==> src/rtl/riscv_pkg.sv <==
// Shared constants for the decode stage: opcodes, ID-slot FSM states, NOP word.
// Also holds the instruction-type flag bundle and a saturating increment helper.
package riscv_pkg;

  localparam logic [6:0]  OPC_LUI   = 7'b0110111;
  localparam logic [6:0]  OPC_AUIPC = 7'b0010111;
  localparam logic [6:0]  OPC_I     = 7'b0010011;
  localparam logic [6:0]  OPC_LOAD  = 7'b0000011;
  localparam logic [6:0]  OPC_S     = 7'b0100011;
  localparam logic [6:0]  OPC_B     = 7'b1100011;
  localparam logic [6:0]  OPC_JAL   = 7'b1101111;
  localparam logic [6:0]  OPC_JALR  = 7'b1100111;
  localparam logic [6:0]  OPC_R     = 7'b0110011;

  localparam logic [31:0] NOP_INST  = 32'h0000_0013;

  typedef enum logic [1:0] {
    ST_EMPTY = 2'd0,
    ST_FULL  = 2'd1,
    ST_HOLD  = 2'd2
  } id_state_e;

  typedef struct packed {
    logic is_lui;
    logic is_auipc;
    logic is_i;
    logic is_iload;
    logic is_s;
    logic is_b;
    logic is_jal;
    logic is_jalr;
    logic is_r;
  } inst_flags_t;

  function automatic logic [15:0] sat_inc16(input logic [15:0] val);
    logic [15:0] res;
    if (val == 16'hFFFF) begin
      res = val;
    end else begin
      res = val + 16'd1;
    end
    return res;
  endfunction

endpackage

==> src/rtl/decode_stage_ctrl_if.sv <==
// Fetch-to-ID handshake, EX feedback and ID outputs bundled for the decode stage.
// The slave modport is the decode stage; the master modport drives it.
interface decode_stage_ctrl_if;

  logic        if_valid;
  logic [31:0] if_inst;
  logic [31:0] if_pc;
  logic        if_ready;
  logic        ex_ready;
  logic        ex_is_load;
  logic [4:0]  ex_rd;
  logic        flush;
  logic        id_valid;
  logic [31:0] id_inst;
  logic [31:0] id_pc;
  logic [4:0]  id_rs1;
  logic [4:0]  id_rs2;
  logic [4:0]  id_rd;
  logic        is_LUI;
  logic        is_AUIPC;
  logic        is_I_type;
  logic        is_S_type;
  logic        is_Iload_type;
  logic        is_B_type;
  logic        is_JAL;
  logic        is_JALR;
  logic        is_R_type;
  logic        illegal;
  logic [15:0] bubble_cnt;

  modport master (
    output if_valid, if_inst, if_pc, ex_ready, ex_is_load, ex_rd, flush,
    input  if_ready, id_valid, id_inst, id_pc, id_rs1, id_rs2, id_rd,
    input  is_LUI, is_AUIPC, is_I_type, is_S_type, is_Iload_type, is_B_type,
    input  is_JAL, is_JALR, is_R_type, illegal, bubble_cnt
  );

  modport slave (
    input  if_valid, if_inst, if_pc, ex_ready, ex_is_load, ex_rd, flush,
    output if_ready, id_valid, id_inst, id_pc, id_rs1, id_rs2, id_rd,
    output is_LUI, is_AUIPC, is_I_type, is_S_type, is_Iload_type, is_B_type,
    output is_JAL, is_JALR, is_R_type, illegal, bubble_cnt
  );

endinterface

==> src/rtl/decode_stage_ctrl_inst_type_decode.sv <==
// Pure opcode decoder: one-hot type flags, illegal marker and source-register usage.
// Unknown opcodes are treated as reading rs1 so a hazard is never missed.
module inst_type_decode
  import riscv_pkg::*;
(
  input  logic [6:0]  opcode,
  output inst_flags_t flags,
  output logic        illegal,
  output logic        rs1_used,
  output logic        rs2_used
);

  // Opcode to type flag lookup
  always_comb begin
    flags   = '0;
    illegal = 1'b0;
    case (opcode)
      OPC_LUI:   flags.is_lui   = 1'b1;
      OPC_AUIPC: flags.is_auipc = 1'b1;
      OPC_I:     flags.is_i     = 1'b1;
      OPC_LOAD:  flags.is_iload = 1'b1;
      OPC_S:     flags.is_s     = 1'b1;
      OPC_B:     flags.is_b     = 1'b1;
      OPC_JAL:   flags.is_jal   = 1'b1;
      OPC_JALR:  flags.is_jalr  = 1'b1;
      OPC_R:     flags.is_r     = 1'b1;
      default:   illegal        = 1'b1;
    endcase
    rs1_used = !(flags.is_lui || flags.is_auipc || flags.is_jal);
    rs2_used = flags.is_s || flags.is_b || flags.is_r;
  end

endmodule

==> src/rtl/decode_stage_ctrl.sv <==
// ID pipeline register with load-use stall control (EMPTY/FULL/HOLD) and bubble count.
// id_valid and if_ready are combinational so a hazard squashes issue in the same cycle.
module decode_stage_ctrl
  import riscv_pkg::*;
(
  input  logic               clk,
  input  logic               rst,
  decode_stage_ctrl_if.slave bus
);

  id_state_e   state_r;
  id_state_e   state_nxt_s;
  logic [31:0] inst_r;
  logic [31:0] pc_r;
  logic [15:0] bubble_cnt_r;
  logic        hazard_s;
  logic        if_ready_s;
  logic        accept_s;
  logic        id_valid_s;
  inst_flags_t flags_s;
  logic        illegal_s;
  logic        rs1_used_s;
  logic        rs2_used_s;

  inst_type_decode u_dec (
    .opcode   (inst_r[6:0]),
    .flags    (flags_s),
    .illegal  (illegal_s),
    .rs1_used (rs1_used_s),
    .rs2_used (rs2_used_s)
  );

  // Load-use hazard detection and fetch handshake
  always_comb begin
    hazard_s = 1'b0;
    if ((state_r == ST_FULL) && bus.ex_is_load && (bus.ex_rd != 5'd0)) begin
      hazard_s = (rs1_used_s && (bus.ex_rd == inst_r[19:15])) ||
                 (rs2_used_s && (bus.ex_rd == inst_r[24:20]));
    end else begin
      hazard_s = 1'b0;
    end
    if_ready_s = !rst && !bus.flush &&
                 ((state_r == ST_EMPTY) ||
                  ((state_r == ST_FULL) && bus.ex_ready && !hazard_s));
    accept_s   = bus.if_valid && if_ready_s;
    id_valid_s = (state_r == ST_FULL) && !hazard_s;
  end

  // Next-state selection; flush overrides every state
  always_comb begin
    state_nxt_s = state_r;
    if (bus.flush) begin
      state_nxt_s = ST_EMPTY;
    end else begin
      case (state_r)
        ST_EMPTY: state_nxt_s = accept_s ? ST_FULL : ST_EMPTY;
        ST_FULL: begin
          if (hazard_s) begin
            state_nxt_s = ST_HOLD;
          end else if (bus.ex_ready) begin
            state_nxt_s = accept_s ? ST_FULL : ST_EMPTY;
          end else begin
            state_nxt_s = ST_FULL;
          end
        end
        ST_HOLD:  state_nxt_s = ST_FULL;
        default:  state_nxt_s = ST_EMPTY;
      endcase
    end
  end

  // State, instruction/PC capture and bubble counter
  always_ff @(posedge clk) begin
    if (rst) begin
      state_r      <= ST_EMPTY;
      inst_r       <= NOP_INST;
      pc_r         <= 32'd0;
      bubble_cnt_r <= 16'd0;
    end else begin
      state_r <= state_nxt_s;
      if (accept_s) begin
        inst_r <= bus.if_inst;
        pc_r   <= bus.if_pc;
      end
      if ((state_r == ST_FULL) && hazard_s && !bus.flush) begin
        bubble_cnt_r <= sat_inc16(bubble_cnt_r);
      end
    end
  end

  assign bus.if_ready      = if_ready_s;
  assign bus.id_valid      = id_valid_s;
  assign bus.id_inst       = inst_r;
  assign bus.id_pc         = pc_r;
  assign bus.id_rs1        = inst_r[19:15];
  assign bus.id_rs2        = inst_r[24:20];
  assign bus.id_rd         = inst_r[11:7];
  assign bus.bubble_cnt    = bubble_cnt_r;
  // Type outputs are squashed whenever nothing is issued toward EX
  assign bus.is_LUI        = id_valid_s && flags_s.is_lui;
  assign bus.is_AUIPC      = id_valid_s && flags_s.is_auipc;
  assign bus.is_I_type     = id_valid_s && flags_s.is_i;
  assign bus.is_Iload_type = id_valid_s && flags_s.is_iload;
  assign bus.is_S_type     = id_valid_s && flags_s.is_s;
  assign bus.is_B_type     = id_valid_s && flags_s.is_b;
  assign bus.is_JAL        = id_valid_s && flags_s.is_jal;
  assign bus.is_JALR       = id_valid_s && flags_s.is_jalr;
  assign bus.is_R_type     = id_valid_s && flags_s.is_r;
  assign bus.illegal       = id_valid_s && illegal_s;

endmodule

==> src/flat_wrapper.sv <==
// flat-port wrapper written by rule: the top's interface ports become plain ports
module decode_stage_ctrl_flat import riscv_pkg::*;
  (clk, rst, bus_if_valid, bus_if_inst, bus_if_pc, bus_ex_ready, bus_ex_is_load, bus_ex_rd, bus_flush, bus_if_ready, bus_id_valid, bus_id_inst, bus_id_pc, bus_id_rs1, bus_id_rs2, bus_id_rd, bus_is_LUI, bus_is_AUIPC, bus_is_I_type, bus_is_S_type, bus_is_Iload_type, bus_is_B_type, bus_is_JAL, bus_is_JALR, bus_is_R_type, bus_illegal, bus_bubble_cnt);
  decode_stage_ctrl_if bus_i ();
  input  logic clk;
  input  logic rst;
  input wire logic [$bits(bus_i.if_valid)-1:0] bus_if_valid;
  input wire logic [$bits(bus_i.if_inst)-1:0] bus_if_inst;
  input wire logic [$bits(bus_i.if_pc)-1:0] bus_if_pc;
  input wire logic [$bits(bus_i.ex_ready)-1:0] bus_ex_ready;
  input wire logic [$bits(bus_i.ex_is_load)-1:0] bus_ex_is_load;
  input wire logic [$bits(bus_i.ex_rd)-1:0] bus_ex_rd;
  input wire logic [$bits(bus_i.flush)-1:0] bus_flush;
  output wire logic [$bits(bus_i.if_ready)-1:0] bus_if_ready;
  output wire logic [$bits(bus_i.id_valid)-1:0] bus_id_valid;
  output wire logic [$bits(bus_i.id_inst)-1:0] bus_id_inst;
  output wire logic [$bits(bus_i.id_pc)-1:0] bus_id_pc;
  output wire logic [$bits(bus_i.id_rs1)-1:0] bus_id_rs1;
  output wire logic [$bits(bus_i.id_rs2)-1:0] bus_id_rs2;
  output wire logic [$bits(bus_i.id_rd)-1:0] bus_id_rd;
  output wire logic [$bits(bus_i.is_LUI)-1:0] bus_is_LUI;
  output wire logic [$bits(bus_i.is_AUIPC)-1:0] bus_is_AUIPC;
  output wire logic [$bits(bus_i.is_I_type)-1:0] bus_is_I_type;
  output wire logic [$bits(bus_i.is_S_type)-1:0] bus_is_S_type;
  output wire logic [$bits(bus_i.is_Iload_type)-1:0] bus_is_Iload_type;
  output wire logic [$bits(bus_i.is_B_type)-1:0] bus_is_B_type;
  output wire logic [$bits(bus_i.is_JAL)-1:0] bus_is_JAL;
  output wire logic [$bits(bus_i.is_JALR)-1:0] bus_is_JALR;
  output wire logic [$bits(bus_i.is_R_type)-1:0] bus_is_R_type;
  output wire logic [$bits(bus_i.illegal)-1:0] bus_illegal;
  output wire logic [$bits(bus_i.bubble_cnt)-1:0] bus_bubble_cnt;
  assign bus_i.if_valid = bus_if_valid;
  assign bus_i.if_inst = bus_if_inst;
  assign bus_i.if_pc = bus_if_pc;
  assign bus_i.ex_ready = bus_ex_ready;
  assign bus_i.ex_is_load = bus_ex_is_load;
  assign bus_i.ex_rd = bus_ex_rd;
  assign bus_i.flush = bus_flush;
  assign bus_if_ready = bus_i.if_ready;
  assign bus_id_valid = bus_i.id_valid;
  assign bus_id_inst = bus_i.id_inst;
  assign bus_id_pc = bus_i.id_pc;
  assign bus_id_rs1 = bus_i.id_rs1;
  assign bus_id_rs2 = bus_i.id_rs2;
  assign bus_id_rd = bus_i.id_rd;
  assign bus_is_LUI = bus_i.is_LUI;
  assign bus_is_AUIPC = bus_i.is_AUIPC;
  assign bus_is_I_type = bus_i.is_I_type;
  assign bus_is_S_type = bus_i.is_S_type;
  assign bus_is_Iload_type = bus_i.is_Iload_type;
  assign bus_is_B_type = bus_i.is_B_type;
  assign bus_is_JAL = bus_i.is_JAL;
  assign bus_is_JALR = bus_i.is_JALR;
  assign bus_is_R_type = bus_i.is_R_type;
  assign bus_illegal = bus_i.illegal;
  assign bus_bubble_cnt = bus_i.bubble_cnt;
  decode_stage_ctrl u_core (.clk(clk), .rst(rst), .bus(bus_i));
endmodule
==> config.mk <==
export PLATFORM = sky130hd
export DESIGN_NAME = decode_stage_ctrl_flat
export DESIGN_NICKNAME = d
export VERILOG_FILES = /design/src/rtl/riscv_pkg.sv /design/src/rtl/decode_stage_ctrl_if.sv /design/src/rtl/decode_stage_ctrl_inst_type_decode.sv /design/src/rtl/decode_stage_ctrl.sv /design/src/flat_wrapper.sv
export SDC_FILE = /design/constraint.sdc
export NUM_CORES = 1
export LEC_CHECK = 0
export CELL_PAD_IN_SITES_DETAIL_PLACEMENT = 0
export CELL_PAD_IN_SITES_GLOBAL_PLACEMENT = 2
export CORE_MARGIN = 2
export CORE_UTILIZATION = 22
export CTS_CLUSTER_DIAMETER = 40
export DETAILED_ROUTE_END_ITERATION = 8
export PLACE_DENSITY = 0.77
export SLEW_MARGIN = 5
export SYNTH_ARGS = -nofsm -noshare
export SYNTH_HDL_FRONTEND = slang
export SYNTH_SLANG_ARGS = --single-unit
==> constraint.sdc <==
create_clock -name clk -period 3.9 [get_ports clk]
set_clock_uncertainty 0.2 [all_clocks]
set_input_delay 0.78 -clock clk [delete_from_list [all_inputs] [get_ports clk]]
set_output_delay 0.78 -clock clk [all_outputs]
set_load 0.05 [all_outputs]
== Word-level counts from Yosys, hierarchy flattened ==
Cells that the tools add are included.

* Bits in latches: 0
* Memories kept: 0
* Input bits: 75
* Flip-flop bits (word level): 82
* Bits in read-only memories: 0
* Word-level logic and storage cells: 72
* Output and inout port bits: 107
* RAM bits: 0

* Eq/ne operators: 14
* Reduce and logical (&&, ||, !) cells: 37
* Shift-type cells: 0
* Muxes and demuxes: 15
* Multipliers: 0
* Add/subtract/negate cells: 1
* Divide/modulo/power cells: 0
* Magnitude comparators: 0
* Bitwise gates (word level): 1

{| class="wikitable"
|+ Operators with widths
! cell !! number
|-
| 1-bit logical AND || 22
|-
| 7-bit by 6-bit == test with 1-bit output (second input constant) || 3
|-
| 7-bit == test (second input constant) || 3
|-
| 16-bit by 1-bit adder with 16-bit output (second input constant) || 1
|-
| 16-bit == test (second input constant) || 1
|-
| 7-bit by 5-bit == test with 1-bit output (second input constant) || 2
|-
| 1-bit 2-to-1 mux || 12
|-
| 5-bit == test || 2
|-
| 9-bit OR reduction || 1
|-
| 7-bit by 2-bit == test with 1-bit output (second input constant) || 1
|-
| 1-bit logical OR || 6
|-
| 2-bit one-hot mux with 3 select lines || 1
|-
| 5-bit nonzero test || 1
|-
| 1-bit logical NOT || 4
|-
| 2-bit 2-to-1 mux || 2
|-
| 2-bit by 1-bit == test with 1-bit output (second input constant) || 1
|-
| 2-bit == test (second input constant) || 1
|-
| 2-bit logical NOT || 1
|-
| 2-bit AND reduction || 1
|-
| 2-bit OR reduction || 1
|-
| 1-bit NOT || 1
|}

== Longest topological paths before layout ==
Gate-level depths: netlist of run 1.

* Depth after elaboration: 17
* Depth in mapped cells: 9
* Mapped depth without buffers: 6

== By module ==
Synthesis of run 1 repeated with hierarchy kept, for this count alone.

* Cell total of the unflattened synthesis: 394
* Area total of the unflattened synthesis: 3732.3 µm²

{| class="wikitable"
|+ By module, submodules not included
! module !! instances !! area each (µm²) !! seq. area each (µm²) !! cells each
|-
| decode_stage_ctrl || 1 || 3523.4 || 1641.6 || 367
|-
| inst_type_decode || 1 || 209.0 || 0.0 || 27
|}

== Worst setup path after synthesis of run 1 ==
Ideal clock, no wire load.

* Kind: input-to-output
* Start point: input bus_ex_rd[1]
* End point: output bus_is_AUIPC
* Data required time: 2.920 ns
* Slack: -0.665 ns
* Cell stages on the path: 6
* Path buffers: 1
* Data arrival time: 3.585 ns
* Cell sequence: or4_1 > o2111ai_2 > nor4_2 > or3_1 > buf_2 > nor4_1

* Word-level cells in the longest chain between the ends: 7
* Elaborated cells between the ends (all ways): 11
* Classes of those cells: 2 x eq/ne; 1 x mux; 8 x reduce/logical

{| class="wikitable"
|+ Ends and longest elaborated chain
! element !! RTL line !! RTL
|-
| start: declaration || flat_wrapper.sv:12 || <nowiki>input wire logic [$bits(bus_i.ex_rd)-1:0] bus_ex_rd;</nowiki>
|-
| 5-bit == test, on equally long branches || decode_stage_ctrl.sv:37, decode_stage_ctrl.sv:38 ||
|-
| 1-bit logical AND, on equally long branches || decode_stage_ctrl.sv:37, decode_stage_ctrl.sv:38 ||
|-
| 1-bit logical OR || decode_stage_ctrl.sv:37 || <nowiki>hazard_s = (rs1_used_s && (bus.ex_rd == inst_r[19:15])) ||</nowiki>
|-
| 1-bit 2-to-1 mux * || decode_stage_ctrl.sv:36 || <nowiki>if ((state_r == ST_FULL) && bus.ex_is_load && (bus.ex_rd != 5'd0)) begin</nowiki>
|-
| 1-bit logical NOT * || decode_stage_ctrl.sv:46 || <nowiki>id_valid_s = (state_r == ST_FULL) && !hazard_s;</nowiki>
|-
| 1-bit logical AND * || decode_stage_ctrl.sv:46 ||
|-
| 1-bit logical AND * || decode_stage_ctrl.sv:101 || <nowiki>assign bus.is_AUIPC = id_valid_s && flags_s.is_auipc;</nowiki>
|-
| end: declaration || flat_wrapper.sv:22 || <nowiki>output wire logic [$bits(bus_i.is_AUIPC)-1:0] bus_is_AUIPC;</nowiki>
|}

Every way passes the cells marked *; elsewhere a longest branch is shown, timed or not.

== Worst setup path in the final report of run 1 ==
* Start point: input bus_ex_rd[4]
* End point: output bus_is_LUI

* Word-level cells in the longest chain between the ends: 7
* Elaborated cells between the ends (all ways): 11
* Classes of those cells: 2 x eq/ne; 1 x mux; 8 x reduce/logical

{| class="wikitable"
|+ Ends and longest elaborated chain
! element !! RTL line !! RTL
|-
| 5-bit == test, on equally long branches || decode_stage_ctrl.sv:37, decode_stage_ctrl.sv:38 ||
|-
| 1-bit logical AND, on equally long branches || decode_stage_ctrl.sv:37, decode_stage_ctrl.sv:38 ||
|-
| 1-bit logical OR || decode_stage_ctrl.sv:37 ||
|-
| 1-bit 2-to-1 mux * || decode_stage_ctrl.sv:36 ||
|-
| 1-bit logical NOT * || decode_stage_ctrl.sv:46 ||
|-
| 1-bit logical AND * || decode_stage_ctrl.sv:46 ||
|-
| 1-bit logical AND * || decode_stage_ctrl.sv:100 || <nowiki>assign bus.is_LUI = id_valid_s && flags_s.is_lui;</nowiki>
|-
| end: declaration || flat_wrapper.sv:21 || <nowiki>output wire logic [$bits(bus_i.is_LUI)-1:0] bus_is_LUI;</nowiki>
|}

Marked as above.

==> impl_metrics.py, run 1 <==
metrics = {
    "yosys": {
        "synth.avg_cell_area_um2": 8.14,
        "synth_edf_count": 0,
        "async_reset_ff_share_pct": 0,
        "netlist_instances": 470,
        "netlist_area_mm2": 0.00382,
        "synth_warnings": 0,
        "netlist-cell-type-count": 44,
        "synth_flop_cell": "dfxtp_1",
        "synth.net_count": 546,
        "ys_seq_area_share_pct": 42.9,
        "ys_ff_latch": 82,
    },
    "clocking": {
        "numCtsBuffers": 9,
        "cts_buffer_depth": 2,
        "clock_latency_ps": 340,
        "cts_tree": "yes",
        "path_clk_slew_ps": 60,
        "cts_max_level": 3,
        "postCtsHoldBufs": 0,
        "cts_root_buf": "clkbuf_16",
        "cts_num_sinks": 82,
    },
    "pwr": {
        "pwr-share-clk_pct": 43.1,
        "comb_power_share_pct": 16.6,
        "switching_share_pct": 27.1,
        "total_leakage_power_nw": 2.05,
        "p_sw_mw": 0.595,
        "cell_internal_pwr_mw": 1.60,
        "power.density_mw_per_mm2": 348,
        "ir_drop_mv": 0.187,
        "p_seq_share_pct": 40.2,
        "fin_total_pwr_mw": 2.19,
    },
    "global_route": {
        "grt_usage_pct": 14.7,
        "overflow": 0,
        "antenna_found_initial": 0,
        "grt_pass1_vias": 3967,
        "grt_max_degree": 69,
        "grt_pass1_wl_um": 21300,
    },
    "drt": {
        "routed_wl_um": 13600,
        "antenna_left": 0,
        "drc": 0,
        "route.vias.total": 4069,
        "drtIter0Drc": 184,
        "viasPerCell": 4.78,
        "firstDrtPassIters": 4,
        "wire_per_inst_um": 15.9,
    },
    "min_path": {
        "hp-class": "register to register",
    },
    "finish": {
        "syn_to_final_growth_pct": 64.5,
        "layout.cells.non_filler": 852,
        "fin_nets": 698,
        "nFillCells": 1759,
        "regArea_mm2": 0.00164,
        "final_layout_size_suffix_gt1_share_pct": 11.8,
        "multi_input_area_mm2": 0.00192,
        "diodes": 0,
    },
    "placement": {
        "dpl.hpwl_um": 9230,
        "post-place-cells": 833,
        "place.gp.congestion": 0.749,
        "preCtsSetupSlack_ps": -267,
        "numPortBuffers": 181,
    },
    "die": {
        "die_h_um": 136,
        "row_count": 48,
        "chipWidth_um": 136,
        "die-area_mm2": 0.0185,
        "core_area_mm2": 0.0171,
        "pin_count": 182,
        "initial_core_util_pct": 22.3,
    },
    "sta": {
        "holdWs_ps": 275,
        "setup_viol": 0,
        "fin_ws_ps": 64.5,
        "finalHoldViolCount": 0,
        "final.period_utilization_pct": 98.3,
        "worstMarginPinSlew_ps": 769,
        "max_freq_mhz": 261,
        "rsz0062_at_grt": "true",
        "post-route-min-period_ps": 3840,
        "slew_headroom_pct": 48.7,
        "drv_slew": 0,
    },
    "worst_setup_path": {
        "required_ps": 2920,
        "setup.worst_path.class": "input port to output port",
        "path_max_fanout": 6,
        "worst_setup_path_start_kind": "input port",
        "cp.arrival_ps": 2860,
        "crit_path_end_kind": "output port",
        "r2r_slack_ps": 880,
    },
    "job": {
        "maxCapViolCount": 0,
    },
    "outcome": {
        "outcome": "finished clean",
    },
}
==> repair_timing <==
item,CTS,global route
gates cloned,0,0
resized for setup,20,3
endpoints found under the setup margin,11,7
pin swaps,6,3
setup buffers,3,0
==> final timing paths <==
kind / depth (start not counted) / startpoint / end
setup / recovery: 9 / bus_ex_rd[4] / bus_is_LUI
hold / removal: 2 / u_core.bus.id_pc[31] / u_core.bus.id_pc[31]
setup reg to reg: 9 / u_core.bus.id_inst[6] / u_core.bus.id_pc[8]
hold reg to reg: 2 / u_core.bus.id_pc[31] / u_core.bus.id_pc[31]
==> kinds of logic (layout without fill, tap and decap cells) <==
group	count (synthesis)	count (layout)	synth area share, %
AO/OA/AOI/OAI	154	154	21.5
XOR/XNOR	11	11	2.52
adder cells (fa/ha/maj)	1	1	0.327
buffers and inverters	65	222	9.32
flip-flops	82	82	42.9
multiplexers	6	6	1.73
AND/OR/NAND/NOR	151	151	21.7
==> area by class of cell <==
type / instances / share of cell area, %
clock inverters: 6 / 1.41
inverters: 9 / 0.537
multi-input cells: 323 / 30.5
clock buffers: 10 / 3.80
repair buffers: 197 / 33.1
flip-flops and latches: 82 / 26.1
well taps: 225 / 4.47
==> state kept, by name (all words and copies together), names as in the netlist <==
name,flops
u_core.bus.bubble_cnt,16
u_core.state_r,2
u_core.bus.id_pc,32
u_core.bus.id_inst,32
==> per-stage QoR <==
stage | util, % | cell area, um2 | TNS, ps
after floorplan | - | 3880 | -496
after global placement | 34.5 | 5910 | -1690
after detailed placement | 34.5 | 5910 | -2090
after CTS | 36.7 | 6280 | -64.8
after global routing | 36.8 | 6290 | -21.4
final | 36.8 | 6290 | 0
==> per-layer routing <==
metal  vias up  wire (um)  global-route usage (%)
met4         0        184                    5.03
li1       1979          -                       -
met1      1941       5870                    18.0
met3        12        956                    4.10
met2       137       6570                    24.7
met5         -          0                       0
==> critical path, stage by stage <==
cell and delay (ps):
buf_6 90, or4_4 530, o2111ai_4 240, nor4_4 60, or3_4 400, buf_4 140
buf_4 150, nor4_2 270, buf_12 190
==> cells in the final DEF, fill, tap and decap left out, types with 9 or more instances in the layout <==
master,instances
clkdlybuf4s50_1,164
dfxtp_1,80
a21oi_1,75
nand3_1,71
o21ai_0,52
nor2_1,16
o21ai_1,16
buf_12,15
nand2_1,12
buf_4,12
xnor2_1,10
inv_1,9
clkbuf_16,9
==> synthesized netlist by cell type, drive strengths merged, types with 2 or more instances <==
library cell  number  area share [%]
a21oi             75             9.8
and2               2            0.33
and3               2            0.33
buf               28             5.7
clkbuf            28             2.8
dfxtp             82              43
inv                9            0.88
mux2               5             1.5
nand2             13             1.3
nand3             71             9.3
nand4              5            0.82
nor2              17             1.7
nor2b              6            0.98
nor3               7             1.0
nor4              11             2.6
o21ai             68             8.9
o31ai              5             1.3
or2                3            0.56
or3                4            0.65
or4                6             1.2
xnor2             10             2.3
==> power groups by stage <==
stage,logic (mW),registers [mW],clock network [mW]
floorplan,0.126,0.971,0
global placement,0.362,0.899,0
detailed placement,0.364,0.900,0
CTS,0.368,0.882,0.976
global route,0.388,0.884,1.02
finish,0.365,0.882,0.945
(Power assumes the default switching activity.)
==> inputs of run 2 (changes only) <==
Settings changed: CORE_MARGIN 2 to not set, CORE_UTILIZATION 22 to 23, CTS_BUF_LIST set to sky130_fd_sc_hd__clkbuf_4, GPL_ROUTABILITY_DRIVEN set to 0, PLACE_DENSITY 0.77 to 0.8.
==> run 2 against run 1 <==
  * Global-route usage grew 1.2 points
  * Core utilization grew 0.94 points
  * Via count is essentially flat
==> impl_metrics.py, run 2 (synthesis gave the netlist of run 1 again) <==
metrics = {
    "finish": {
        "syn_to_final_growth_pct": 58.3,
        "layout.cells.non_filler": 851,
        "mostFrequentLayoutCell": "clkdlybuf4s50_1",
        "layout_common_cells": "clkdlybuf4s50_1, dfxtp_1, a21oi_1",
        "multi_input_area_mm2": 0.00191,
        "regArea_mm2": 0.00164,
        "fin_area_mm2": 0.00606,
        "fin_nets": 705,
        "finish.utilization_pct": 37.7,
        "final_layout_size_suffix_gt1_share_pct": 12.5,
        "nFillCells": 1624,
    },
    "clocking": {
        "clock_latency_ps": 450,
        "cts_tree": "yes",
        "cts_num_sinks": 82,
        "numCtsBuffers": 9,
        "path_clk_slew_ps": 120,
        "postCtsHoldBufs": 0,
        "cts_buffer_depth": 2,
        "cts_max_level": 3,
        "cts_root_buf": "clkbuf_4",
    },
    "pwr": {
        "total_leakage_power_nw": 1.98,
        "ir_drop_mv": 0.121,
        "power.density_mw_per_mm2": 278,
        "fin_total_pwr_mw": 1.68,
    },
    "worst_setup_path": {
        "cpPeakStageDelay_ps": 520,
        "crit_family": "simple AND/OR/NAND/NOR gates",
        "setup.worst_path.class": "input port to output port",
        "r2r_slack_ps": 1020,
        "crit_path_end_kind": "output port",
        "path_max_fanout": 5,
        "cp.arrival_ps": 2850,
        "slowest_stage": "or4_4",
        "critPathBufInv": 2,
        "required_ps": 2920,
        "worst_setup_path_start_kind": "input port",
        "cp_cell_sequence": "buf_2, or4_4, o2111ai_4, nor4_2, or3_4, or2_4, nor4_4, buf_12",
    },
    "sta": {
        "fin_ws_ps": 74.2,
        "finalHoldViolCount": 0,
        "post-route-min-period_ps": 3830,
        "setup_viol": 0,
        "final.period_utilization_pct": 98.1,
        "rsz0062_at_grt": "false",
        "max_freq_mhz": 261,
        "slew_headroom_pct": 35.8,
        "worstMarginPinSlew_ps": 964,
        "drv_slew": 0,
    },
    "global_route": {
        "antenna_found_initial": 1,
        "overflow": 0,
        "grt_max_degree": 88,
        "grt_usage_pct": 15.9,
        "grt_pass1_wl_um": 20900,
        "grt_pass1_vias": 3934,
    },
    "drt": {
        "wire_per_inst_um": 15.9,
        "route.vias.total": 4070,
        "viasPerCell": 4.78,
        "firstDrtPassIters": 4,
        "drtIter0Drc": 233,
        "drc": 0,
        "routed_wl_um": 13500,
        "antenna_left": 0,
    },
    "placement": {
        "post-place-cells": 832,
        "dpl.hpwl_um": 9380,
        "numPortBuffers": 181,
        "placed_cell_area_mm2": 0.00592,
        "preCtsSetupSlack_ps": -298,
    },
    "die": {
        "row_count": 46,
        "die_h_um": 131,
        "chipWidth_um": 131,
        "initial_core_util_pct": 23.8,
        "pin_count": 182,
        "die-area_mm2": 0.0171,
        "core_area_mm2": 0.0161,
    },
    "job": {
        "maxCapViolCount": 0,
    },
    "min_path": {
        "hp-class": "register to register",
    },
    "outcome": {
        "outcome": "finished clean",
    },
}
==> run 2: final timing paths <==
path | start | endpoint | cells after the start
worst max register to register | u_core.bus.id_inst[3] | u_core.bus.id_inst[1] | 9
worst min-delay path | u_core.bus.id_pc[16] | u_core.bus.id_pc[16] | 2
worst max-delay path | bus_ex_rd[2] | bus_is_R_type | 8
worst min register to register | u_core.bus.id_pc[16] | u_core.bus.id_pc[16] | 2
==> run 2: layout make-up <==
class                   count  area share [%]
inverters                   9           0.558
flip-flops and latches     82            27.1
diodes                      1          0.0413
repair buffers            204            34.5
multi-input cells         323            31.6
well taps                 216            4.46
clock buffers               9            1.12
clock inverters             7           0.599
==> run 2: what timing repair did <==
item / CTS / global route
resized for setup: 19 / 0
pin swaps: 6 / 1
buffers inserted: 2 / 0
setup endpoints to repair: 11 / 1
==> run 2: power breakdown <==
| part | leakage (nW) | internal (mW) | switching, mW | total (mW) |
|---|---|---|---|---|
| clock network | 0.0627 | 0.123 | 0.311 | 0.434 |
| logic | 1.25 | 0.155 | 0.213 | 0.369 |
| registers | 0.665 | 0.861 | 0.0171 | 0.878 |
==> run 2: worst min-delay path: stages (launching register included) <==
cell	delay, ps
dfxtp_1	330
o21ai_0	60
a21oi_1	60
==> run 2: routing by layer <==
layer | vias to the layer above | wire, um | share of wire [%] | track usage [%]
li1 | 1989 | - | - | -
met1 | 1919 | 5840 | 43 | 19.4
met2 | 145 | 6390 | 47 | 26.2
met3 | 17 | 1020 | 7.5 | 4.52
met4 | 0 | 280 | 2.1 | 6.76
met5 | - | 0 | 0 | 0
==> run 2: through the flow <==
step	hold WS (ps)	TNS, ps
global route	301	0
finish	285	0
CTS	285	-3.43
detailed placement	267	-2330
floorplan	327	-496
global placement	260	-2210
==> inputs of run 3 (changes only) <==
Settings changed: ABC_CLOCK_PERIOD_IN_PS set to 3900, MAX_ROUTING_LAYER set to met4.
==> run 3 against run 2 <==
  * Die area is the same
  * Via count is 0.64% higher
  * Cell area is the same
  * First-iteration DRC count fell by 1.7%
  * Non-clock buffer count unchanged
  * Register-to-register slack improved by 20 ps
  * Critical endpoint unchanged
  * Critical path type unchanged
==> impl_metrics.py, run 3 (synthesis gave the netlist of run 1 again) <==
metrics = {
    "outcome": {
        "outcome": "finished clean",
    },
    "drt": {
        "viasPerCell": 4.81,
        "firstDrtPassIters": 5,
        "wl_met3_um": 955,
        "wire_per_inst_um": 15.9,
        "drtIter0Drc": 229,
        "routed_wl_um": 13500,
        "wl_met1_um": 5870,
        "route.vias.total": 4096,
        "top_layer_used": "met4",
        "antenna_left": 0,
        "wl_met2_um": 6390,
        "drc": 0,
    },
    "clocking": {
        "cts_num_sinks": 82,
        "cts_tree": "yes",
        "clock_latency_ps": 450,
        "path_clk_slew_ps": 120,
        "cts_buffer_depth": 2,
        "cts_root_buf": "clkbuf_4",
        "cts_max_level": 3,
        "numCtsBuffers": 9,
    },
    "pwr": {
        "ir_drop_mv": 0.121,
        "power.density_mw_per_mm2": 277,
        "p_seq_share_pct": 52.3,
        "comb_power_share_pct": 21.9,
        "total_leakage_power_nw": 1.98,
        "switching_share_pct": 32.1,
        "pwr-share-clk_pct": 25.8,
        "p_sw_mw": 0.539,
        "cell_internal_pwr_mw": 1.14,
    },
    "global_route": {
        "overflow": 0,
        "grt_pass1_vias": 3926,
        "grt_max_degree": 88,
        "antenna_found_initial": 1,
        "grt_usage_pct": 16.4,
        "grt_pass1_wl_um": 20900,
    },
    "sta": {
        "max_freq_mhz": 261,
        "post-route-min-period_ps": 3820,
        "final.period_utilization_pct": 98.1,
        "setup_viol": 0,
        "finalHoldViolCount": 0,
        "slew_headroom_pct": 35.7,
        "worstMarginPinSlew_ps": 964,
        "holdWs_ps": 285,
        "fin_ws_ps": 75.3,
        "drv_slew": 0,
        "rsz0062_at_grt": "false",
    },
    "worst_setup_path": {
        "setup.worst_path.class": "input port to output port",
        "required_ps": 2920,
        "r2r_start": "u_core.bus.id_inst[3]",
        "r2r_end": "u_core.bus.id_inst[1]",
        "worst_setup_path_start_kind": "input port",
        "crit_path_end_kind": "output port",
        "r2r_cells": 9,
        "path_max_fanout": 5,
        "cp.arrival_ps": 2840,
        "r2r_slack_ps": 1040,
    },
    "die": {
        "pin_count": 182,
        "initial_core_util_pct": 23.8,
        "die_h_um": 131,
        "chipWidth_um": 131,
        "row_count": 46,
        "core_area_mm2": 0.0161,
        "die-area_mm2": 0.0171,
    },
    "finish": {
        "syn_to_final_growth_pct": 58.3,
        "fin_nets": 705,
        "final_layout_size_suffix_gt1_share_pct": 12.5,
        "mostFrequentLayoutCell": "clkdlybuf4s50_1",
        "layout_common_cells": "clkdlybuf4s50_1, dfxtp_1, a21oi_1",
        "nFillCells": 1624,
    },
    "min_path": {
        "whs_path_depth": 2,
        "hp-class": "register to register",
        "min_to": "u_core.bus.id_pc[16]",
        "hp-start": "u_core.bus.id_pc[16]",
    },
    "placement": {
        "numPortBuffers": 181,
        "dpl.hpwl_um": 9380,
        "preCtsSetupSlack_ps": -298,
    },
    "job": {
        "maxCapViolCount": 0,
    },
}
-- run 3: cell counts in the layout (fill, tap and decap cells not counted) --
Identical to the previous run, type by type.
-- run 3: how the worst max path moves through the flow --
stage,from,endpoint,slack [ps],cells past startpoint
6_report,bus_ex_rd[2],bus_is_R_type,80,8
5_1_grt,bus_ex_rd[4],bus_is_I_type,4,8
3_5_place_dp,bus_ex_rd[1],bus_is_R_type,-300,8
3_3_place_gp,bus_ex_rd[1],bus_is_R_type,-280,8
4_1_cts,bus_ex_rd[4],bus_is_R_type,-3,8
2_1_floorplan,bus_ex_rd[1],bus_is_AUIPC,-80,6
-- run 3: metal layers --
layer	global-route usage, %	vias to the layer above
li1	-	1990
met1	19.5	1934
met2	26.3	151
met3	4.15	21
met4	6.76	0
met5	-	-
-- run 3: worst max-delay path, cell delays in order --
cell	delay, ps
buf_2	110
or4_4	520
o2111ai_4	240
nor4_2	70
or3_4	400
or2_4	330
nor4_4	210
buf_12	180
-- run 3: per-stage QoR --
step	instance area (um2)	instances	power [mW]	TNS (ps)	utilization [%]
global placement	5920	832	1.26	-2210	36.9
floorplan	3880	470	1.10	-496	-
CTS	6050	850	1.71	-3.43	37.7
detailed placement	5920	832	1.26	-2330	36.9
finish	6060	851	1.68	0	37.7
global route	6060	851	1.77	0	37.7
-- run 3: area by class of cell --
| class | count | area (um2) | share of cell area, % |
|---|---|---|---|
| Inverter | 9 | 33.8 | 0.558 |
| Clock buffer | 9 | 67.6 | 1.12 |
| Clock inverter | 7 | 36.3 | 0.599 |
| Tap cell | 216 | 270 | 4.46 |
| Multi-Input combinational cell | 323 | 1910 | 31.6 |
| Timing Repair Buffer | 204 | 2090 | 34.5 |
| Antenna cell | 1 | 2.50 | 0.0413 |
| Sequential cell | 82 | 1640 | 27.1 |
-- run 3: power groups by stage --
| stage | logic (mW) | registers (mW) | clock network [mW] |
|---|---|---|---|
| final | 0.368 | 0.878 | 0.433 |
| after CTS | 0.371 | 0.878 | 0.464 |
| after global routing | 0.391 | 0.882 | 0.494 |
| after floorplan | 0.126 | 0.971 | 0 |
| after detailed placement | 0.368 | 0.896 | 0 |
| after global placement | 0.367 | 0.896 | 0 |
-- run 3: timing repair --
item / 4_1_cts / 5_1_grt
setup endpoints to repair: 11 / 1
resized for setup: 19 / 0
pin swaps: 6 / 1
buffers inserted: 2 / 0
hold buffers: 0 / 0
